===== src/rtl/memscrub_pkg.sv =====
// Shared definitions for the memory scrubber: ARM register map, ID word,
// FSM state encoding and the countdown reload helper.
package memscrub_pkg;

  localparam int ADDR_W = 17;
  localparam int DATA_W = 18;
  localparam int CNT_W  = 16;

  localparam logic [2:0] REG_ID  = 3'd0;
  localparam logic [2:0] REG_CTL = 3'd1;
  localparam logic [2:0] REG_CNT = 3'd2;
  localparam logic [2:0] REG_ERR = 3'd3;

  localparam logic [31:0] ID_VALUE = 32'h5343_0001;
  localparam logic [31:0] BAD_REG  = 32'hDEAD_BEEF;

  typedef enum logic [2:0] {
    ST_IDLE = 3'd0,
    ST_WAIT = 3'd1,
    ST_RD   = 3'd2,
    ST_CHK  = 3'd3
  } scrub_state_e;

  // WAIT dwells for 2^ratesel cycles: reload with 2^ratesel-1, leave at zero.
  function automatic logic [CNT_W-1:0] wait_load(input logic [3:0] ratesel);
    return (CNT_W'(1) << ratesel) - CNT_W'(1);
  endfunction

endpackage


===== src/rtl/memscrub_parchk.sv =====
// Odd-parity checker for one 18-bit bigmem word (two 9-bit bytes).
// err[1] flags the upper byte, err[0] the lower byte.
module memscrub_parchk
  import memscrub_pkg::*;
(
  input  logic [DATA_W-1:0] data,
  output logic [1:0]        err
);

  assign err[1] = ~^data[DATA_W-1:DATA_W/2];
  assign err[0] = ~^data[DATA_W/2-1:0];

endmodule


===== src/rtl/memscrub.sv =====
// Background parity scrubber for the bigmem block RAM, sharing the RAM port
// with bigmem (bigmem always has priority). Define MEMSCRUB_ERRLOG_EN to keep
// the first failing address in register 3.
//
// state | meaning
// IDLE  | scrubbing disabled
// WAIT  | rate countdown between words
// RD    | RAM read of the scrub address issued
// CHK   | read data returned, parity checked, address advanced
module memscrub
  import memscrub_pkg::*;
(
  input  logic              CLOCK,
  input  logic              reset_l,
  input  logic              armwrite,
  input  logic [2:0]        armraddr,
  input  logic [2:0]        armwaddr,
  input  logic [31:0]       armwdata,
  output logic [31:0]       armrdata,
  input  logic [ADDR_W-1:0] bm_addr,
  input  logic [DATA_W-1:0] bm_dout,
  input  logic              bm_enab,
  input  logic [1:0]        bm_wena,
  output logic [DATA_W-1:0] bm_din,
  output logic [ADDR_W-1:0] ram_addr,
  output logic [DATA_W-1:0] ram_dout,
  output logic              ram_enab,
  output logic [1:0]        ram_wena,
  input  logic [DATA_W-1:0] ram_din
);

  scrub_state_e state, state_nxt;

  logic              enable;
  logic [3:0]        ratesel;
  logic [ADDR_W-1:0] limit;
  logic [ADDR_W-1:0] addr;
  logic [CNT_W-1:0]  cnt;
  logic [15:0]       errcount, passcount;
  logic [15:0]       err_base, pass_base;
  logic              errvalid;
  logic [ADDR_W-1:0] err_addr;

  logic       wr_ctl, wr_cnt;
  logic       load_cnt, dec_cnt, do_check;
  logic [1:0] par_err;
  logic       word_err, at_limit;
  logic       unused_wdata;

  assign wr_ctl = armwrite && (armwaddr == REG_CTL);
  assign wr_cnt = armwrite && (armwaddr == REG_CNT);
  assign unused_wdata = ^{armwdata[30:28], armwdata[23:17]};

  memscrub_parchk u_parchk (
    .data (ram_din),
    .err  (par_err)
  );

  always_ff @(posedge CLOCK or negedge reset_l) begin
    if (!reset_l) state <= ST_IDLE;
    else          state <= state_nxt;
  end

  always_comb begin
    state_nxt = state;
    load_cnt  = 1'b0;
    dec_cnt   = 1'b0;
    do_check  = 1'b0;
    if (!enable) begin
      state_nxt = ST_IDLE;
    end else begin
      case (state)
        ST_IDLE: begin
          state_nxt = ST_WAIT;
          load_cnt  = 1'b1;
        end
        ST_WAIT: begin
          if (cnt == '0) state_nxt = ST_RD;
          else           dec_cnt   = 1'b1;
        end
        ST_RD: begin
          // bigmem stole the port, so the read never happened
          if (bm_enab) begin
            state_nxt = ST_WAIT;
            load_cnt  = 1'b1;
          end else begin
            state_nxt = ST_CHK;
          end
        end
        ST_CHK: begin
          state_nxt = ST_WAIT;
          load_cnt  = 1'b1;
          do_check  = !bm_enab;
        end
        default: state_nxt = ST_IDLE;
      endcase
    end
  end

  assign word_err = do_check && (par_err != 2'b00);
  assign at_limit = (addr == limit);

  always_ff @(posedge CLOCK or negedge reset_l) begin
    if (!reset_l) begin
      enable  <= 1'b0;
      ratesel <= '0;
      limit   <= '0;
    end else if (wr_ctl) begin
      enable  <= armwdata[31];
      ratesel <= armwdata[27:24];
      limit   <= armwdata[16:0];
    end
  end

  always_ff @(posedge CLOCK or negedge reset_l) begin
    if (!reset_l)      cnt <= '0;
    else if (load_cnt) cnt <= wait_load(ratesel);
    else if (dec_cnt)  cnt <= cnt - CNT_W'(1);
  end

  always_ff @(posedge CLOCK or negedge reset_l) begin
    if (!reset_l)      addr <= '0;
    else if (wr_ctl)   addr <= '0;
    else if (do_check) addr <= at_limit ? '0 : addr + ADDR_W'(1);
  end

  // A clear and a count landing together leave the new count in place.
  assign err_base  = wr_cnt ? '0 : errcount;
  assign pass_base = wr_cnt ? '0 : passcount;

  always_ff @(posedge CLOCK or negedge reset_l) begin
    if (!reset_l) begin
      errcount  <= '0;
      passcount <= '0;
    end else begin
      errcount  <= (word_err && (err_base != 16'hFFFF)) ? err_base + 16'd1 : err_base;
      passcount <= (do_check && at_limit) ? pass_base + 16'd1 : pass_base;
    end
  end

`ifdef MEMSCRUB_ERRLOG_EN
  logic wr_err;
  assign wr_err = armwrite && (armwaddr == REG_ERR);

  always_ff @(posedge CLOCK or negedge reset_l) begin
    if (!reset_l) begin
      errvalid <= 1'b0;
      err_addr <= '0;
    end else if (word_err && (!errvalid || wr_err)) begin
      errvalid <= 1'b1;
      err_addr <= addr;
    end else if (wr_err) begin
      errvalid <= 1'b0;
    end
  end
`else
  assign errvalid = 1'b0;
  assign err_addr = '0;
`endif

  assign bm_din   = ram_din;
  assign ram_addr = bm_enab ? bm_addr : addr;
  assign ram_dout = bm_enab ? bm_dout : '0;
  assign ram_wena = bm_enab ? bm_wena : 2'b00;
  assign ram_enab = bm_enab ? 1'b1 : (state == ST_RD);

  always_comb begin
    armrdata = BAD_REG;
    case (armraddr)
      REG_ID:  armrdata = ID_VALUE;
      REG_CTL: armrdata = {enable, 3'b000, ratesel, 7'b0, limit};
      REG_CNT: armrdata = {errcount, passcount};
      REG_ERR: armrdata = {errvalid, state, 11'b0, err_addr};
      default: armrdata = BAD_REG;
    endcase
  end

endmodule

===== config.mk =====
export PLATFORM = sky130hd
export DESIGN_NAME = memscrub
export DESIGN_NICKNAME = d
export VERILOG_FILES = /design/src/rtl/memscrub_pkg.sv /design/src/rtl/memscrub_parchk.sv /design/src/rtl/memscrub.sv
export SDC_FILE = /design/constraint.sdc
export NUM_CORES = 1
export LEC_CHECK = 0
export BUFFER_PORTS_ARGS = -buffer_cell sky130_fd_sc_hd__clkbuf_2
export CORE_AREA = 4 4 88 152
export CTS_CLUSTER_DIAMETER = 150
export DETAILED_ROUTE_END_ITERATION = 10
export DIE_AREA = 0 0 92 156
export PLACE_DENSITY = 0.77
export SYNTH_ARGS = -nofsm -noshare
export SYNTH_HDL_FRONTEND = slang
export SYNTH_SLANG_ARGS = --single-unit

===== constraint.sdc =====
create_clock -name CLOCK -period 2.7 [get_ports CLOCK]
set_input_delay 0.54 -clock CLOCK [delete_from_list [all_inputs] [get_ports CLOCK]]
set_output_delay 0.54 -clock CLOCK [all_outputs]
set_load 0.01 [all_outputs]

-- After elaboration in Yosys (flattened, before gate mapping)
Cells that the tools add are included.
- shifts and indexed selects: 1
- multiplexer cells: 26
- reductions and logical operators: 15
- eq/ne operators: 11
- add/subtract/negate cells: 5
- operators with widths (operator ; number):
    32-bit one-hot mux with 4 select lines ; 1
    16-bit two-way mux ; 6
    17-bit two-way mux ; 4
    16-bit by 1-bit adder with 16-bit output, second input constant ; 2
    18-bit two-way mux ; 1
    9-bit XNOR reduction ; 2
    17-bit by 1-bit adder with 17-bit output, second input constant ; 1
    17-bit equality test ; 1
    16-bit zero test ; 1
    16-bit inequality test, second input constant ; 1
    1-bit by 4-bit left shift with 16-bit output, first input constant ; 1
    16-bit by 1-bit subtractor with 16-bit output, second input constant ; 1
    16-bit by 2-bit subtractor with 16-bit output, second input constant ; 1
    3-bit by 2-bit equality test with 1-bit output, second input constant ; 5
    3-bit by 1-bit equality test with 1-bit output, second input constant ; 3
    3-bit one-hot mux with 3 select lines ; 1
    1-bit two-way mux ; 8
    3-bit zero test ; 2
    3-bit two-way mux ; 2
    2-bit nonzero test ; 3
    1-bit logical AND ; 5
    2-bit two-way mux ; 2
    3-bit inequality test, second input constant ; 1
    1-bit one-hot mux with 2 select lines ; 1
    other kinds (2) ; 2
- bits in registers: 90
- bits of input ports: 97
- logic and storage cells: 66

-- Logic depth before layout (Yosys ltp)
Gate-level depths: netlist (run 1).
- depth in word-level cells: 6
- gate-level depth with buffers: 11
- mapped depth without buffers: 9

-- Modules after synthesis
Synthesis (run 1) repeated with hierarchy kept, for this count alone.
- cells, all modules: 687
- area, all modules: 6103.4 um^2
- modules (own cells, without submodules) (module ; times used ; cells each ; area an instance (um^2)):
    memscrub ; 1 ; 673 ; 5953.2
    memscrub_parchk ; 1 ; 14 ; 150.1

-- Worst setup path after synthesis (run 1)
No wires, ideal clock.
- path kind: input-to-reg
- start point: input armwaddr[2]
- end point: register errcount[11]
- path buffers: 3
- arrival: 2.772 ns
- stages: 11
- slack: -0.203 ns
- cells stage by stage: nand4bb_1 > clkbuf_1 > clkbuf_1 > and2_1 > ha_1 > nand3_1 > or4_1 > nor3_2 > buf_4 > nor4b_1 > xnor2_1
- cells in the longest elaborated chain, start to end: 6
- elaborated cells on any way between the ends: 7
- classes of those cells: add/sub (1); eq/ne (2); mux (2); reduce/logical (2)
- ends and longest elaborated chain (item ; RTL line ; text):
    start, declared ; memscrub.sv:17 ; input logic [2:0] armwaddr,
    3-bit by 2-bit equality test with 1-bit output (*) ; memscrub.sv:51 ; assign wr_cnt = armwrite && (armwaddr == REG_CNT);
    1-bit logical AND (*) ; memscrub.sv:51 ;
    16-bit two-way mux (*) ; memscrub.sv:128 ; assign err_base = wr_cnt ? '0 : errcount;
    parallel branches: the longest is 2 deep, another holds 16-bit by 1-bit adder with 16-bit output ; n/a ;
    16-bit two-way mux (*) ; memscrub.sv:136 ; errcount <= (word_err && (err_base != 16'hFFFF)) ? err_base + 16'd1 : err_base;
    end signal, assigned ; memscrub.sv:136 ;
    end, declared ; memscrub.sv:39 ; logic [15:0] errcount, passcount;
Mark *: on every way between the ends.
A chain may end at the register's enable or synchronous reset.

-- Worst setup path in the final report (run 1)
- start point: register addr[9]
- end point: register passcount[13]
- cells in the longest elaborated chain, start to end: 3
- ends and longest elaborated chain (item ; RTL line ; text):
    start, declared ; memscrub.sv:37 ; logic [ADDR_W-1:0] addr;
    start signal, assigned ; memscrub.sv:124 ; else if (do_check) addr <= at_limit ? '0 : addr + ADDR_W'(1);
    17-bit equality test ; memscrub.sv:101 ; assign at_limit = (addr == limit);
    1-bit logical AND ; memscrub.sv:137 ; passcount <= (do_check && at_limit) ? pass_base + 16'd1 : pass_base;
    16-bit two-way mux ; memscrub.sv:137 ;
    end signal, assigned ; memscrub.sv:137 ;
    end, declared ; memscrub.sv:39 ;
Every way passes these cells.

==> flow_summary.json, run 1 <==
{
  "status": "finished, final reports clean",
  "yosys_warnings": 0,
  "vdd_ir_drop_max_mv": 0.344,
  "post_cts_buffers": 0,
  "fp.dieArea_mm2": 0.0144,
  "leakagePower_nw": 3.42,
  "worst_pin_slew_ps": 861,
  "grt_first_pass_wirelength_um": 28200,
  "max_freq_ghz": 0.432,
  "syn-num-nets": 796,
  "setup_viol": 0,
  "fin_crit_ps": 2320,
  "pre_cts_ws_ps": 56.5,
  "fillCellCount": 1137,
  "netlist_instances": 690,
  "regArea_mm2": 0.00223,
  "place.gp.congestion": 0.901,
  "antenna_found_initial": 0,
  "layout.nets": 948,
  "yosysUniqueCellTypes": 66,
  "cts-buffers-inserted": 9,
  "cp.required_ps": 2960,
  "insertion_delay_ps": 340,
  "totalWireLength_um": 17600,
  "io_pins": 185,
  "die-height_um": 156,
  "synth-edff-count": 0,
  "netlist_area_mm2": 0.00597,
  "min_period_over_period_pct": 85.8,
  "max_slew_margin_pct": 42.2,
  "postCtsHoldBufs": 0,
  "hold_violations": 0,
  "rows": 53,
  "drt_iter0_drc": 385,
  "clock_skew_ps": 4.70,
  "multi_input_area_mm2": 0.00339,
  "slew_violations": 0,
  "clkPwrFrac_pct": 29.9,
  "cts-root-buf": "clkbuf_16",
  "power_frac_comb_pct": 26.6,
  "ys_dominant_reg_cell": "dfrtp_1",
  "h-tree-depth": 3,
  "first_pass_iters": 5,
  "rsz0062_at_grt": "false",
  "grt_remaining_overflow": 0,
  "viasPerCell": 5.68,
  "ys_ff_latch": 89,
  "p_int_mw": 2.69,
  "drive_above_1_share_pct": 29.8,
  "place_area_mm2": 0.00700,
  "pwr-share-seq_pct": 43.5,
  "die_x_um": 92,
  "wire_per_inst_um": 17.4,
  "cp-start-kind": "flop",
  "synth.avg_cell_area_um2": 8.66,
  "worst_slack_ps": 385,
  "cap_violations": 0,
  "setup_tns_ps": 0,
  "switching_share_pct": 33.1,
  "port_buffers": 174,
  "hold_class": "primary input to async pin",
  "async_flop_share_pct": 100,
  "p_per_area_mw_per_mm2": 553,
  "vias": 5742,
  "grt_usage_pct": 24.4,
  "drt.antenna.violating_nets": 0,
  "drcViolationCount": 0,
  "grt_max_degree": 42,
  "cts_sinks": 89,
  "cp.arrival_ps": 2580,
  "switchingPower_mw": 1.33,
  "start_util_pct": 49.5,
  "grt_pass1_vias": 5732,
  "final_area_mm2": 0.00728,
  "critical_path.max_fanout": 21,
  "area_delta_synth_final_pct": 21.8,
  "seq_area_frac_synth_pct": 37.3,
  "cts_resized": 0,
  "place_inst": 996,
  "clk_path_buf_depth": 2,
  "crit_type": "flop to flop",
  "antenna_cells": 0,
  "worstSetupEndpointType": "flop",
  "clk_pin_slew_ps": 60,
  "finalNonFillerCells": 1011,
  "core_mm2": 0.0121,
  "cts_tree": "done",
  "place_hpwl_um": 13500
}
==> power groups by stage <==
| stage | combinational [mW] | sequential, mW | clock (mW) |
|---|---|---|---|
| 2_1_floorplan | 0.759 | 1.68 | 0 |
| 3_3_place_gp | 1.05 | 1.76 | 0 |
| 3_5_place_dp | 1.06 | 1.77 | 0 |
| 4_1_cts | 1.08 | 1.75 | 1.22 |
| 5_1_grt | 1.19 | 1.78 | 1.28 |
| 6_report | 1.07 | 1.75 | 1.20 |
==> area by class of cell <==
class	count	area share, %
sequential	89	30.6
clock inverter	2	0.172
timing repair buffer	203	15.2
clock buffer	13	3.71
inverter	17	0.877
tap	165	2.84
multi-input combinational	522	46.6
==> layer usage <==
layer | GRT usage [%] | up-vias | routed length [µm]
met5 | 0 | - | 0
met4 | 11.6 | 0 | 712
met3 | 3.76 | 44 | 964
met2 | 45.8 | 231 | 9610
met1 | 26.4 | 2746 | 6320
li1 | - | 2721 | -
==> cell usage in the layout, fill, tap and decap left out, drive strengths merged, types with 4 or more instances in the layout <==
| master | Yosys | routed |
|---|---|---|
| xor2 | 20 | 20 |
| a22oi | 4 | 4 |
| a21oi | 25 | 25 |
| inv | 17 | 17 |
| dfrtp | 89 | 89 |
| a21o | 5 | 5 |
| or4 | 12 | 12 |
| and3 | 5 | 5 |
| a211oi | 5 | 5 |
| a31oi | 4 | 4 |
| and2 | 24 | 24 |
| nand4 | 16 | 16 |
| buf | 28 | 30 |
| nor4 | 11 | 11 |
| xnor2 | 46 | 46 |
| nand2 | 116 | 116 |
| mux2 | 21 | 21 |
| a221o | 15 | 15 |
| or3 | 5 | 5 |
| clkbuf | 34 | 186 |
| mux2i | 6 | 6 |
| nand3 | 23 | 23 |
| o21ai | 27 | 27 |
| o211ai | 5 | 5 |
| nand2b | 5 | 5 |
| nor2 | 46 | 46 |
| ha | 9 | 9 |
| o31ai | 10 | 10 |
| nor3 | 15 | 15 |
==> state kept, by name, summed over array words and instances, names as in the netlist <==
| signal | flops |
|---|---|
| ratesel | 4 |
| errcount | 16 |
| passcount | 16 |
| addr | 17 |
| limit | 17 |
| enable | 1 |
| state | 2 |
| cnt | 16 |
==> cell usage after synthesis (6+ instances only) <==
library cell	instances	area (µm²)
nand3_1	23	115
nand2_1	115	432
o31ai_1	10	75.1
ha_1	9	113
mux2i_1	6	60.1
clkbuf_1	34	128
dfrtp_1	89	2230
or4_1	11	82.6
mux2_2	21	236
nand4_1	16	100
nor4_1	9	56.3
inv_1	17	63.8
o21ai_0	27	135
buf_1	6	22.5
xor2_1	20	175
buf_4	19	143
xnor2_1	46	403
a21oi_1	25	125
nor3_1	14	70.1
and2_1	24	150
a221o_1	15	150
nor2_1	46	173
==> through the flow <==
| step | total power [mW] | util (%) | hold WS, ps |
|---|---|---|---|
| after global routing | 4.24 | 60.3 | 216 |
| after CTS | 4.05 | 60.3 | 205 |
| after detailed placement | 2.84 | 58.0 | 485 |
| final | 4.03 | 60.3 | 186 |
| after global placement | 2.80 | 58.0 | 476 |
| after floorplan | 2.43 | - | 244 |
==> worst max-delay path, stage by stage (launching register included) <==
cell and delay, ps:
dfrtp_1 430, xnor2_1 280, nand4_1 190, nor4_2 350, nand4_1 120, buf_4 220
or4_1 480, a21oi_1 150
==> kinds of logic after synthesis <==
family          count (synthesis)  synth area share, %
compound gates                117                 13.4
xor+xnor                       68                 10.4
fa+ha+maj                       9                 1.89
buf+inv                        79                 6.33
flops                          89                 37.3
mux                            27                 4.96
simple gates                  301                 25.7
==> path summary, 6_finish.rpt <==
check / slack [ps] / cells past startpoint / startpoint / end
min in group CLOCK: 390 / 3 / armwdata[7] / limit[7]
worst max-delay path: 380 / 7 / addr[9] / passcount[13]
worst min register to register: 510 / 2 / cnt[10] / cnt[10]
max in group asynchronous: 1890 / 2 / reset_l / cnt[13]
worst min-delay path: 190 / 1 / reset_l / limit[8]
worst max register to register: 380 / 7 / addr[9] / passcount[13]
Power figures use the tool's default switching activity.
==> run 2, diff against run 1 <==
CTS_BUF_LIST = sky130_fd_sc_hd__clkbuf_4   (was default)
PLACE_DENSITY = default   (was 0.77)
PLACE_DENSITY_LB_ADDON = 0.1   (was default)
==> run 2 against run 1 <==
Effect of this change:
- clock power shrank 26%
- critical path depth stayed put
- count of clock-buffer cells in the layout decreased by 4
- critical endpoint unchanged
- largest power group unchanged
- design area decreased by 1.3%
- total power shrank 8.2%
- critical path type unchanged
- final cell count rose by 0.40%
==> flow_summary.json, run 2 (synthesis gave the netlist of run 1 again) <==
{
  "place_area_mm2": 0.00701,
  "rows": 53,
  "drive_above_1_share_pct": 30.2,
  "reg2reg_to": "passcount[13]",
  "io_pins": 185,
  "rsz0062_at_grt": "false",
  "leakagePower_nw": 3.37,
  "layout_commonest_cell": "clkbuf_2",
  "top_regs": "addr x17, limit x17",
  "max_freq_ghz": 0.414,
  "post_cts_buffers": 0,
  "clk_pin_slew_ps": 150,
  "cts_sinks": 89,
  "cp-start-kind": "flop",
  "crit_end": "passcount[13]",
  "place_hpwl_um": 13600,
  "grt_pass1_vias": 5717,
  "cp.required_ps": 3080,
  "crit_type": "flop to flop",
  "totalWireLength_um": 17500,
  "reg2reg_depth": 7,
  "slew_violations": 0,
  "final_area_mm2": 0.00718,
  "final_cell_mix": "clkbuf_2 (173), nand2_1 (115), dfrtp_1 (89), nor2_1 (46), xnor2_1 (46)",
  "crit_family": "simple AND/OR/NAND/NOR gates",
  "cts_resized": 0,
  "worstSetupEndpointType": "flop",
  "status": "finished, final reports clean",
  "viasPerCell": 5.64,
  "startpoint": "addr[9]",
  "hold_class": "primary input to async pin",
  "clock_skew_ps": 21.3,
  "crit_cells": 7,
  "max_slew_margin_pct": 49.5,
  "fp.dieArea_mm2": 0.0144,
  "fin_crit_ps": 2420,
  "setup_viol": 0,
  "cp_cell_sequence": "xnor2_1 > nand4_1 > nor4_2 > nand4_1 > buf_4 > or4_1 > a21oi_1",
  "port_buffers": 174,
  "cts-buffers-inserted": 9,
  "drt_iter0_drc": 292,
  "drt.antenna.violating_nets": 0,
  "grt_remaining_overflow": 0,
  "drcViolationCount": 0,
  "r2r_slack_ps": 280,
  "grt_usage_pct": 24.5,
  "wire_per_inst_um": 17.3,
  "hold_violations": 0,
  "p_per_area_mw_per_mm2": 515,
  "area_delta_synth_final_pct": 20.2,
  "layout.nets": 950,
  "grt_first_pass_wirelength_um": 28200,
  "h-tree-depth": 3,
  "grt_max_degree": 54,
  "r2r-start": "addr[9]",
  "max_stage_delay_ps": 480,
  "critical_path.max_fanout": 21,
  "cts-root-buf": "clkbuf_4",
  "cp.buffers_inverters": 1,
  "slowest_stage": "or4_1",
  "cap_violations": 0,
  "min_period_over_period_pct": 89.5,
  "clk_path_buf_depth": 2,
  "whs_ps": 38.3,
  "insertion_delay_ps": 460,
  "first_pass_iters": 4,
  "cp.arrival_ps": 2800,
  "postCtsHoldBufs": 0,
  "core_mm2": 0.0121,
  "cp_common_cell": "nand4_1",
  "die-height_um": 156,
  "start_util_pct": 49.5,
  "vias": 5729,
  "die_x_um": 92,
  "vdd_ir_drop_max_mv": 0.352,
  "cts_tree": "done",
  "antenna_found_initial": 1,
  "worst_pin_slew_ps": 753,
  "place.gp.congestion": 0.909
}
run 2: area by class of cell:
type,instances,area (µm²)
Clock buffer,9,67.6
Clock inverter,7,101
Fill cell,1159,4890
Tap cell,165,206
Inverter,17,63.8
Antenna cell,1,2.50
Multi-Input combinational cell,522,3390
Sequential cell,89,2230
Timing Repair Buffer,205,1120
run 2: per-stage QoR:
step,util (%),setup slack [ps],cells,TNS [ps],power [mW]
global placement,58.1,54.6,998,0,2.81
detailed placement,58.1,-19.4,998,-19.4,2.84
CTS,59.5,287,1014,0,3.73
floorplan,-,53.4,690,0,2.43
global route,59.5,144,1015,0,3.92
finish,59.5,282,1015,0,3.70
run 2: worst min-delay path by stage:
stage | cells after the start | from | endpoint | slack, ps
floorplan | 0 | reset_l | addr[0] | 240
finish | 1 | reset_l | errcount[15] | 40
global placement | 2 | cnt[10] | cnt[10] | 470
CTS | 1 | reset_l | cnt[11] | 30
global route | 1 | reset_l | cnt[11] | 50
detailed placement | 2 | cnt[10] | cnt[10] | 480
run 2: routing by layer:
layer,wire length [µm],track usage [%],part of all wire (%)
met5,0,0,0
met4,926,14.1,5.3
met3,985,4.01,5.6
met2,9190,43.8,52
met1,6430,27.2,37
run 2: worst reg2reg max path, stage by stage (launching register included):
cell,delay [ps]
dfrtp_1,470
xnor2_1,330
nand4_1,200
nor4_2,360
nand4_1,130
buf_4,230
or4_1,490
a21oi_1,170
run 2: report_power, final:
part / internal, mW / leakage, nW / switching, mW
Combinational: 0.492 / 2.11 / 0.582
Clock: 0.383 / 0.0832 / 0.504
Sequential: 1.50 / 1.18 / 0.230
Total: 2.38 / 3.37 / 1.32
==> run 3, diff against run 2 <==
PLACE_DENSITY = 0.77   (was default)
PLACE_DENSITY_LB_ADDON = default   (was 0.1)
==> run 3 against run 2 <==
Effect of this change:
- first-iteration DRC count increased by 17%
- wire length is 1.2% lower
- sequential cell count stayed put
- fmax up 3.7%
- die area is the same
- hold slack better by 9.5 ps
- count of clock-buffer cells in the layout increased by 1
- register-to-register slack better by 90 ps
- non-clock buffer count shrank 2
==> flow_summary.json, run 3 (synthesis gave the netlist of run 1 again) <==
{
  "start_util_pct": 49.5,
  "cts-buffers-inserted": 9,
  "switching_share_pct": 36.9,
  "fillCellCount": 1176,
  "switchingPower_mw": 1.27,
  "viasPerCell": 5.65,
  "area_delta_synth_final_pct": 18.8,
  "max_stage_delay_ps": 480,
  "leakagePower_nw": 3.33,
  "insertion_delay_ps": 460,
  "power_mw": 3.46,
  "place_hpwl_um": 13500,
  "p_int_mw": 2.18,
  "clock_skew_ps": 16.1,
  "layout.nets": 948,
  "cp_cell_sequence": "xnor2_1 > nand4_1 > nor4_2 > nand4_1 > buf_4 > or4_1 > a21oi_1",
  "cts_sinks": 89,
  "max_freq_ghz": 0.429,
  "grt_pass1_vias": 5577,
  "hold_violations": 0,
  "clk_pin_slew_ps": 140,
  "clkPwrFrac_pct": 18.6,
  "io_pins": 185,
  "layout_commonest_cell": "clkbuf_2",
  "worstSetupEndpointType": "flop",
  "grt_first_pass_wirelength_um": 27700,
  "final_cell_mix": "clkbuf_2 (173), nand2_1 (115), dfrtp_1 (89), nor2_1 (46), xnor2_1 (46)",
  "grt_remaining_overflow": 0,
  "hold_class": "primary input to async pin",
  "power_frac_comb_pct": 30.9,
  "drt.antenna.violating_nets": 0,
  "clk_path_buf_depth": 2,
  "cp-start-kind": "flop",
  "drcViolationCount": 0,
  "cts-root-buf": "clkbuf_4",
  "status": "finished, final reports clean",
  "postLayoutCoreUtil_pct": 58.8,
  "postCtsHoldBufs": 0,
  "post_cts_buffers": 0,
  "rows": 53,
  "startpoint": "addr[9]",
  "critical_path.max_fanout": 21,
  "p_per_area_mw_per_mm2": 487,
  "setup_tns_ps": 0,
  "drive_above_1_share_pct": 29.6,
  "max_slew_margin_pct": 45.2,
  "place.gp.congestion": 0.901,
  "totalWireLength_um": 17300,
  "min_period_over_period_pct": 86.4,
  "drt_iter0_drc": 342,
  "cp_common_cell": "nand4_1",
  "r2r-start": "addr[9]",
  "cts_resized": 0,
  "grt_max_degree": 42,
  "slew_violations": 0,
  "rsz0062_at_grt": "false",
  "slowest_stage": "or4_1",
  "antenna_found_initial": 1,
  "die-height_um": 156,
  "top_regs": "addr x17, limit x17",
  "cts_tree": "done",
  "cap_violations": 0,
  "cp.arrival_ps": 2710,
  "die_x_um": 92,
  "cp.required_ps": 3080,
  "wire_per_inst_um": 17.1,
  "first_pass_iters": 5,
  "fp.dieArea_mm2": 0.0144,
  "vdd_ir_drop_max_mv": 0.268,
  "setup_viol": 0,
  "fin_crit_ps": 2330,
  "grt_usage_pct": 24.1,
  "worst_pin_slew_ps": 817,
  "port_buffers": 174,
  "finalNonFillerCells": 1012,
  "place_inst": 996,
  "vias": 5715,
  "h-tree-depth": 3,
  "core_mm2": 0.0121,
  "pwr-share-seq_pct": 50.6,
  "crit_type": "flop to flop"
}
[run 3: cell count changes in the layout (fill, tap and decap cells not counted)]
cell / delta
clkinv_1: +3
buf_4: -2
inv_6: -2
clkbuf_4: +1
clkinv_2: +1
bufinv_16: -2
clkinvlp_4: -1
clkinv_4: -1
[run 3: final timing paths]
kind	to	slack, ps	depth (start not counted)
min reg2reg	cnt[10]	520	2
min in group CLOCK	limit[7]	270	3
max in group asynchronous	ratesel[0]	2020	2
max	passcount[13]	370	7
min	passcount[15]	50	1
max reg2reg	passcount[13]	370	7
[run 3: cell type report]
| class | instances | area (µm²) | share of cell area (%) |
|---|---|---|---|
| Antenna cell | 1 | 2.50 | 0.0353 |
| Clock buffer | 10 | 75.1 | 1.06 |
| Inverter | 17 | 63.8 | 0.899 |
| Sequential cell | 89 | 2230 | 31.4 |
| Clock inverter | 5 | 23.8 | 0.335 |
| Tap cell | 165 | 206 | 2.91 |
| Timing Repair Buffer | 203 | 1100 | 15.6 |
| Multi-Input combinational cell | 522 | 3390 | 47.8 |
[run 3: layer usage]
metal | global-route usage (%) | up-vias | routed length, µm
met4 | 10.4 | 0 | 643
met2 | 45.3 | 207 | 9490
li1 | - | 2719 | -
met1 | 26.3 | 2747 | 6280
met5 | 0 | - | 0
met3 | 4.05 | 42 | 902
[run 3: critical path, delay by kind of cell (launching register included)]
family / cells / cell delay (ps)
XOR/XNOR: 1 / 290
AO/OA/AOI/OAI: 1 / 150
buffers and inverters: 1 / 220
AND/OR/NAND/NOR: 4 / 1130
flip-flops: 1 / 460
[run 3: power by group through the flow]
stage          sequential, mW  combinational, mW  clock (mW)
2_1_floorplan            1.68              0.759           0
5_1_grt                  1.77               1.19       0.709
6_report                 1.75               1.07       0.641
3_5_place_dp             1.77               1.06           0
4_1_cts                  1.74               1.07       0.648
3_3_place_gp             1.76               1.05           0
[run 3: per-stage QoR]
| step | hold WS (ps) | instance area [µm²] | setup slack (ps) |
|---|---|---|---|
| 6_report | 47.9 | 7100 | 368 |
| 5_1_grt | 49.9 | 7100 | 233 |
| 4_1_cts | 57.0 | 7090 | 373 |
| 3_5_place_dp | 485 | 7000 | 56.5 |
| 3_3_place_gp | 476 | 7000 | 90.5 |
| 2_1_floorplan | 244 | 5980 | 53.4 |
